<file path="src/rtl/vga_sync_receiver.sv">
// Sink side of a VGA link: measures line/frame timing, locks onto it and recovers pixel coordinates.
// Optional colour-bar self-check is built when COLOR_BAR_CHECK_EN is defined.
module vga_sync_receiver #(
  parameter int H_TOTAL     = 800,
  parameter int V_TOTAL     = 525,
  parameter int H_ACTIVE    = 640,
  parameter int V_ACTIVE    = 480,
  parameter int H_OFFSET    = 144,
  parameter int V_OFFSET    = 35,
  parameter int SYNC_POL    = 0,
  parameter int LOCK_FRAMES = 2
) (
  input  logic        clk,
  input  logic        reset,
  input  logic        vga_h_sync,
  input  logic        vga_v_sync,
  input  logic        vga_R,
  input  logic        vga_G,
  input  logic        vga_B,
  output logic        locked,
  output logic [10:0] line_len,
  output logic [9:0]  frame_lines,
  output logic [7:0]  err_count,
  output logic        pixel_valid,
  output logic [9:0]  pixel_x,
  output logic [8:0]  pixel_y,
  output logic [2:0]  pixel_rgb,
  output logic        frame_start,
  output logic [15:0] bar_err_count,
  output logic [1:0]  o_dbg_state
);

  typedef enum logic [1:0] {
    ST_SEARCH = 2'd0,
    ST_CHECK  = 2'd1,
    ST_LOCKED = 2'd2
  } state_t;

  localparam logic        LP_POL     = (SYNC_POL != 0);
  localparam logic [10:0] LP_H_TOTAL = 11'(H_TOTAL);
  localparam logic [9:0]  LP_V_TOTAL = 10'(V_TOTAL);
  localparam logic [11:0] LP_H_START = 12'(H_OFFSET);
  localparam logic [11:0] LP_H_END   = 12'(H_OFFSET + H_ACTIVE);
  localparam logic [9:0]  LP_V_START = 10'(V_OFFSET);
  localparam logic [9:0]  LP_V_END   = 10'(V_OFFSET + V_ACTIVE);
  localparam logic [9:0]  LP_X_OFF   = 10'(H_OFFSET);
  localparam logic [8:0]  LP_Y_OFF   = 9'(V_OFFSET);
  localparam logic [7:0]  LP_LOCK    = 8'(LOCK_FRAMES);

  // Input stage: s1 is the registered pin sample, s2 the previous sync sample.
  logic       r_h_s1;
  logic       r_v_s1;
  logic [2:0] r_rgb_s1;
  logic       r_h_s2;
  logic       r_v_s2;

  always_ff @(posedge clk) begin
    if (reset) begin
      r_h_s1   <= 1'b0;
      r_v_s1   <= 1'b0;
      r_rgb_s1 <= 3'd0;
      r_h_s2   <= 1'b0;
      r_v_s2   <= 1'b0;
    end else begin
      r_h_s1   <= vga_h_sync;
      r_v_s1   <= vga_v_sync;
      r_rgb_s1 <= {vga_R, vga_G, vga_B};
      r_h_s2   <= r_h_s1;
      r_v_s2   <= r_v_s1;
    end
  end

  logic w_h_edge;
  logic w_v_edge;
  assign w_h_edge = (r_h_s1 == LP_POL) && (r_h_s2 != LP_POL);
  assign w_v_edge = (r_v_s1 == LP_POL) && (r_v_s2 != LP_POL);

  // Timing counters.
  logic [10:0] r_h_cnt;
  logic [9:0]  r_v_cnt;
  logic        r_h_seen;
  logic [10:0] r_line_len;
  logic [9:0]  r_frame_lines;
  logic [10:0] w_period;
  logic [9:0]  w_lines;

  assign w_period = r_h_cnt + 11'd1;
  assign w_lines  = r_v_cnt + 10'd1;

  always_ff @(posedge clk) begin
    if (reset) begin
      r_h_cnt       <= '0;
      r_v_cnt       <= '0;
      r_h_seen      <= 1'b0;
      r_line_len    <= '0;
      r_frame_lines <= '0;
    end else begin
      if (w_h_edge) begin
        r_h_cnt  <= '0;
        r_h_seen <= 1'b1;
        if (r_h_seen) r_line_len <= w_period;
      end else if (r_h_cnt != 11'h7FF) begin
        r_h_cnt <= w_period;
      end
      if (w_v_edge) begin
        r_v_cnt       <= '0;
        r_frame_lines <= w_lines;
      end else if (w_h_edge && (r_v_cnt != 10'h3FF)) begin
        r_v_cnt <= w_lines;
      end
    end
  end

  // A frame whose vsync never comes (line counter pinned) is treated like a bad line count.
  logic w_period_bad;
  logic w_lines_bad;
  logic w_v_stuck;
  logic w_mismatch;

  assign w_period_bad = w_h_edge && r_h_seen && (w_period != LP_H_TOTAL);
  assign w_lines_bad  = w_v_edge && (w_lines != LP_V_TOTAL);
  assign w_v_stuck    = !w_v_edge && (r_v_cnt == 10'h3FF);
  assign w_mismatch   = w_period_bad || w_lines_bad || w_v_stuck;

  // Lock state machine.
  state_t     r_state;
  logic [7:0] r_good;
  logic       r_locked;
  logic [7:0] r_err;

  always_ff @(posedge clk) begin
    if (reset) begin
      r_state  <= ST_SEARCH;
      r_good   <= '0;
      r_locked <= 1'b0;
      r_err    <= '0;
    end else begin
      case (r_state)
        ST_SEARCH: begin
          if (w_v_edge) begin
            r_state <= ST_CHECK;
            r_good  <= '0;
          end
        end
        ST_CHECK: begin
          if (w_mismatch) begin
            r_state <= ST_SEARCH;
          end else if (w_v_edge) begin
            r_good <= r_good + 8'd1;
            if ((r_good + 8'd1) >= LP_LOCK) begin
              r_state  <= ST_LOCKED;
              r_locked <= 1'b1;
            end
          end
        end
        ST_LOCKED: begin
          if (w_mismatch) begin
            r_state  <= ST_SEARCH;
            r_locked <= 1'b0;
            if (r_err != 8'hFF) r_err <= r_err + 8'd1;
          end
        end
        default: r_state <= ST_SEARCH;
      endcase
    end
  end

  // h_cnt trails s1 by one clock (edge detection costs a stage), so the
  // column of the sample in s1 is h_cnt + 1, or 0 on the edge cycle itself.
  logic [11:0] w_h_pos;
  logic        w_in_h;
  logic        w_in_v;
  logic        w_pix_valid;
  logic [9:0]  w_x;
  logic [8:0]  w_y;

  assign w_h_pos     = w_h_edge ? 12'd0 : ({1'b0, r_h_cnt} + 12'd1);
  assign w_in_h      = (w_h_pos >= LP_H_START) && (w_h_pos < LP_H_END);
  assign w_in_v      = (r_v_cnt >= LP_V_START) && (r_v_cnt < LP_V_END);
  assign w_pix_valid = r_locked && w_in_h && w_in_v;
  assign w_x         = w_h_pos[9:0] - LP_X_OFF;
  assign w_y         = r_v_cnt[8:0] - LP_Y_OFF;

  // pixel_valid qualifies pixel_x/y/rgb for exactly one cycle; no back-pressure exists.
  logic       r_pixel_valid;
  logic [9:0] r_pixel_x;
  logic [8:0] r_pixel_y;
  logic [2:0] r_pixel_rgb;
  logic       r_frame_start;

  always_ff @(posedge clk) begin
    if (reset) begin
      r_pixel_valid <= 1'b0;
      r_pixel_x     <= '0;
      r_pixel_y     <= '0;
      r_pixel_rgb   <= '0;
      r_frame_start <= 1'b0;
    end else begin
      r_pixel_valid <= w_pix_valid;
      r_frame_start <= w_pix_valid && (w_x == 10'd0) && (w_y == 9'd0);
      if (w_pix_valid) begin
        r_pixel_x   <= w_x;
        r_pixel_y   <= w_y;
        r_pixel_rgb <= r_rgb_s1;
      end
    end
  end

`ifdef COLOR_BAR_CHECK_EN
  // Eight equal bars across the active width (80 pixels wide at 640).
  localparam logic [9:0] LP_BAR_W = 10'(H_ACTIVE / 8);

  function automatic logic [2:0] f_bar_rgb(input logic [9:0] idx);
    logic [2:0] rgb;
    case (idx)
      10'd0:   rgb = 3'b111;
      10'd1:   rgb = 3'b110;
      10'd2:   rgb = 3'b011;
      10'd3:   rgb = 3'b010;
      10'd4:   rgb = 3'b101;
      10'd5:   rgb = 3'b100;
      10'd6:   rgb = 3'b001;
      default: rgb = 3'b000;
    endcase
    return rgb;
  endfunction

  logic [15:0] r_bar_err;
  logic [9:0]  w_bar_idx;
  assign w_bar_idx = r_pixel_x / LP_BAR_W;

  always_ff @(posedge clk) begin
    if (reset) begin
      r_bar_err <= '0;
    end else if (r_pixel_valid && (r_pixel_rgb != f_bar_rgb(w_bar_idx)) &&
                 (r_bar_err != 16'hFFFF)) begin
      r_bar_err <= r_bar_err + 16'd1;
    end
  end

  assign bar_err_count = r_bar_err;
`else
  assign bar_err_count = 16'd0;
`endif

  assign locked      = r_locked;
  assign line_len    = r_line_len;
  assign frame_lines = r_frame_lines;
  assign err_count   = r_err;
  assign pixel_valid = r_pixel_valid;
  assign pixel_x     = r_pixel_x;
  assign pixel_y     = r_pixel_y;
  assign pixel_rgb   = r_pixel_rgb;
  assign frame_start = r_frame_start;
  assign o_dbg_state = r_state;

endmodule

</file>
<file path="config.mk">
export PLATFORM = sky130hd
export DESIGN_NAME = vga_sync_receiver
export DESIGN_NICKNAME = d
export VERILOG_FILES = /design/src/rtl/vga_sync_receiver.sv
export SDC_FILE = /design/constraint.sdc
export NUM_CORES = 1
export LEC_CHECK = 0
export ABC_AREA = 1
export CAP_MARGIN = 30
export CORE_UTILIZATION = 57
export DETAILED_ROUTE_END_ITERATION = 8
export PLACE_DENSITY = 0.85
export SLEW_MARGIN = 20
export SYNTH_ARGS = -nofsm -noshare
export SYNTH_HDL_FRONTEND = slang
export SYNTH_SLANG_ARGS = --single-unit
export TNS_END_PERCENT = 1
</file>
<file path="constraint.sdc">
create_clock -name clk -period 4.1 [get_ports clk]
set_input_delay 0.615 -clock clk [delete_from_list [all_inputs] [get_ports clk]]
set_output_delay 0.615 -clock clk [all_outputs]
set_load 0.05 [all_outputs]
</file>
==> flow_summary.json <==
{
  "worstRegToRegCells": 17,
  "min_period_over_period_pct": 66.12,
  "tightest_slew_ps": 572.2,
  "root_buffer": "clkbuf_8",
  "core_area_um2": 7807,
  "cts-resized-gates": 0,
  "total_power_uw": 1652,
  "viasPerCell": 5.242,
  "vias": 4314,
  "hold_start": "r_v_s1",
  "cts_hold_buffers": 0,
  "dp_slack_ps": 1421,
  "power.switching_uw": 454.8,
  "initial_core_util_pct": 59.58,
  "die-area_um2": 8527,
  "hold_path.class": "flip-flop to flip-flop",
  "die_h_um": 92.34,
  "power_per_cell_area_nw_per_um2": 303.4,
  "p_seq_share_pct": 56.4,
  "cts.path.max_buffers": 2,
  "grt_setup_unrepaired": "no",
  "fin_area_um2": 5445,
  "drt_first_pass_iters": 5,
  "yosys_warnings": 0,
  "die_w_um": 92.34,
  "fin_setup_tns_ps": 0,
  "first_global_vias": 4090,
  "setup_ws_ps": 1389,
  "p_clk_share_pct": 34.3,
  "crit_start": "r_h_cnt[0]",
  "setup_violations": 0,
  "syn_inst": 658,
  "hold_path_depth": 2,
  "grt_util_all_layers_pct": 26.63,
  "critical_path.max_fanout": 26,
  "cp_common_cell": "nand2_1",
  "cts_tree": "done",
  "r2r-end": "pixel_x[9]",
  "ff2ff_setup_slack_ps": 1390,
  "grt_pass1_wl_um": 18320,
  "layout.nets": 732,
  "async_reset_ff_share_pct": 0,
  "antenna_found_initial": 0,
  "cp_slowest_stage_delay_ps": 480,
  "finalHoldViolCount": 0,
  "comb_power_share_pct": 9.3,
  "leakagePower_uw": 0.002388,
  "avgRoutedWirePerCell_um": 12.85,
  "drt_wl_total_um": 10580,
  "syn_area_um2": 4652,
  "worstSetupPathType": "flip-flop to flip-flop",
  "overflow": 0,
  "cts-buffers-inserted": 9,
  "ys.flop_type": "dfxtp_1",
  "ios": 79,
  "detail-route-antenna-nets": 0,
  "yosysMostFrequentCell": "nand2_1",
  "hold_end": "r_v_s2",
  "ys_ff_latch": 93,
  "syn_area_per_cell_um2": 7.070,
  "max-slew-margin-rel_pct": 61.76,
  "ir_worst_vdd_v": 0.0002209,
  "grt_max_degree": 27,
  "hpwl_um": 7706,
  "status": "completed",
  "skew_ps": 13.02,
  "synth_cell_type_count": 38,
  "synth_top_cell_area_share_pct": 40.02,
  "synth_edf_count": 0,
  "swShare_pct": 27.53,
  "cts_sinks": 93,
  "ys_top_cells_by_count": "nand2_1 (139), nor2_1 (105), dfxtp_1 (93)",
  "slew_viol_final": 0,
  "cp.required_ps": 4370,
  "hold-worst-slack_ps": 437.7,
  "cp-end-kind": "flip-flop",
  "drt-initial-drc-count": 210,
  "timing.fmax_mhz": 368.9,
  "route.detailed.drc": 0,
  "seq_area_frac_synth_pct": 40.02,
  "post_cts_buffers": 0,
  "min_period_ps": 2711,
  "antennaDiodeCount": 0,
  "critical_path.top_delay_family": "simple AND/OR/NAND/NOR gates",
  "clock_latency_ps": 370,
  "path_depth": 17,
  "place_area_um2": 5268,
  "area_growth_pct": 17.05,
  "cts.clk_slew.worst_paths_ps": 90,
  "cp_num_buf_inv": 3,
  "synthTopCellsByArea": "dfxtp_1 (40%), nand2_1 (11%), nor2_1 (8.5%)",
  "routabilityCongestion": 0.8602,
  "num_rows": 32,
  "r2r-start": "r_h_cnt[0]",
  "cp.arrival_ps": 2980,
  "drv_cap": 0,
  "io_buffers": 62,
  "htreeDepth": 3,
  "start_kind": "flip-flop",
  "intPower_uw": 1197,
  "yosys.area.top_type": "dfxtp_1",
  "cp_cell_sequence": "ha_1 > nand2_2 > inv_1 > nand3_1 > nand2_1 > inv_1 > nor2_1 > inv_1 > ha_1 > nand2_1 > nand2_1 > nand2_1 > nor3_2 > nor2_4 > nand2_1 > nand2_1 > nor2_1",
  "crit_slowest_cell": "nor2_4",
  "drive_gt1_share_pct": 7.212
}
## per-layer routing
layer / vias to the layer above / GRT usage (%) / part of all wire [%]
met5: - / 0 / 0
li1: 2175 / - / -
met2: 125 / 45.25 / 49
met3: 25 / 5.665 / 4.5
met4: 0 / 11.85 / 2.2
met1: 1989 / 32.26 / 45
## cell families after synthesis
logic type               count (synthesis)  share of synthesized area, %
AND/OR/NAND/NOR                        320                         30.72
buffers and inverters                  115                         11.24
AO/OA/AOI/OAI                          100                         11.75
flip-flops                              93                         40.02
XOR/XNOR                                20                         3.765
adder cells (fa/ha/maj)                  9                         2.421
other                                    1                       0.08061
## flip-flops by register name, summed over array words and instances, names as in the netlist, 3 cells and up
signal,count
pixel_y,9
r_rgb_s1,3
pixel_x,10
pixel_rgb,3
line_len,11
r_good,8
err_count,8
r_h_cnt,11
r_v_cnt,10
frame_lines,10
## how the worst max path moves through the flow
| stage | end | slack, ps |
|---|---|---|
| 5_1_grt | pixel_y[0] | 1040 |
| 4_1_cts | pixel_x[9] | 1400 |
| 2_1_floorplan | pixel_x[0] | 1910 |
| 3_5_place_dp | pixel_x[9] | 1420 |
| 3_3_place_gp | pixel_x[9] | 1570 |
| 6_report | pixel_x[9] | 1390 |
## worst register-to-register path, stage by stage, from the launching register on
cell	delay (ps)
dfxtp_1	440
ha_1	230
nand2_2	120
inv_1	110
nand3_1	80
nand2_1	80
inv_1	80
nor2_1	130
inv_1	90
ha_1	220
nand2_1	70
nand2_1	60
nand2_1	110
nor3_2	70
nor2_4	480
nand2_1	140
nand2_1	90
nor2_1	40
## through the flow
step,utilization (%),instances
6_report,69.74,823
5_1_grt,69.74,823
4_1_cts,69.74,823
3_5_place_dp,67.47,807
2_1_floorplan,-,673
3_3_place_gp,67.47,807
## placed cells by master, fill, tap and decap left out, types with 3 or more instances in the layout
| cell type | count |
|---|---|
| nand2_1 | 139 |
| nor2_1 | 105 |
| dfxtp_1 | 93 |
| inv_1 | 77 |
| clkdlybuf4s50_1 | 62 |
| a21oi_1 | 36 |
| o21ai_0 | 32 |
| nand3_1 | 24 |
| o21ai_1 | 16 |
| xor2_1 | 16 |
| conb_1 | 16 |
| nor3_1 | 10 |
| clkbuf_8 | 10 |
| ha_1 | 9 |
| nand2_2 | 8 |
| nand4_1 | 7 |
| o211ai_1 | 7 |
| nand3_2 | 7 |
| nand3b_1 | 5 |
| nor2_4 | 4 |
| xnor2_1 | 4 |
| buf_4 | 4 |
| nor2_2 | 3 |
| a211oi_1 | 3 |
| inv_2 | 3 |
## power by group through the flow
stage          logic, uW  clock network, uW  registers (uW)
2_1_floorplan        119                  0             962
3_3_place_gp         149                  0             952
3_5_place_dp         151                  0             953
4_1_cts              153                568             932
5_1_grt              168                614             934
6_report             153                567             932
## layout make-up
cell class / instances / area, um2
clock buffer: 12 / 145.1
clock inverter: 4 / 32.53
fill: 642 / 2362
inverter: 81 / 304.0
multi-input combinational: 465 / 2323
sequential: 93 / 1862
tap: 102 / 127.6
timing repair buffer: 66 / 650.6
Power figures use the tool's default switching activity.
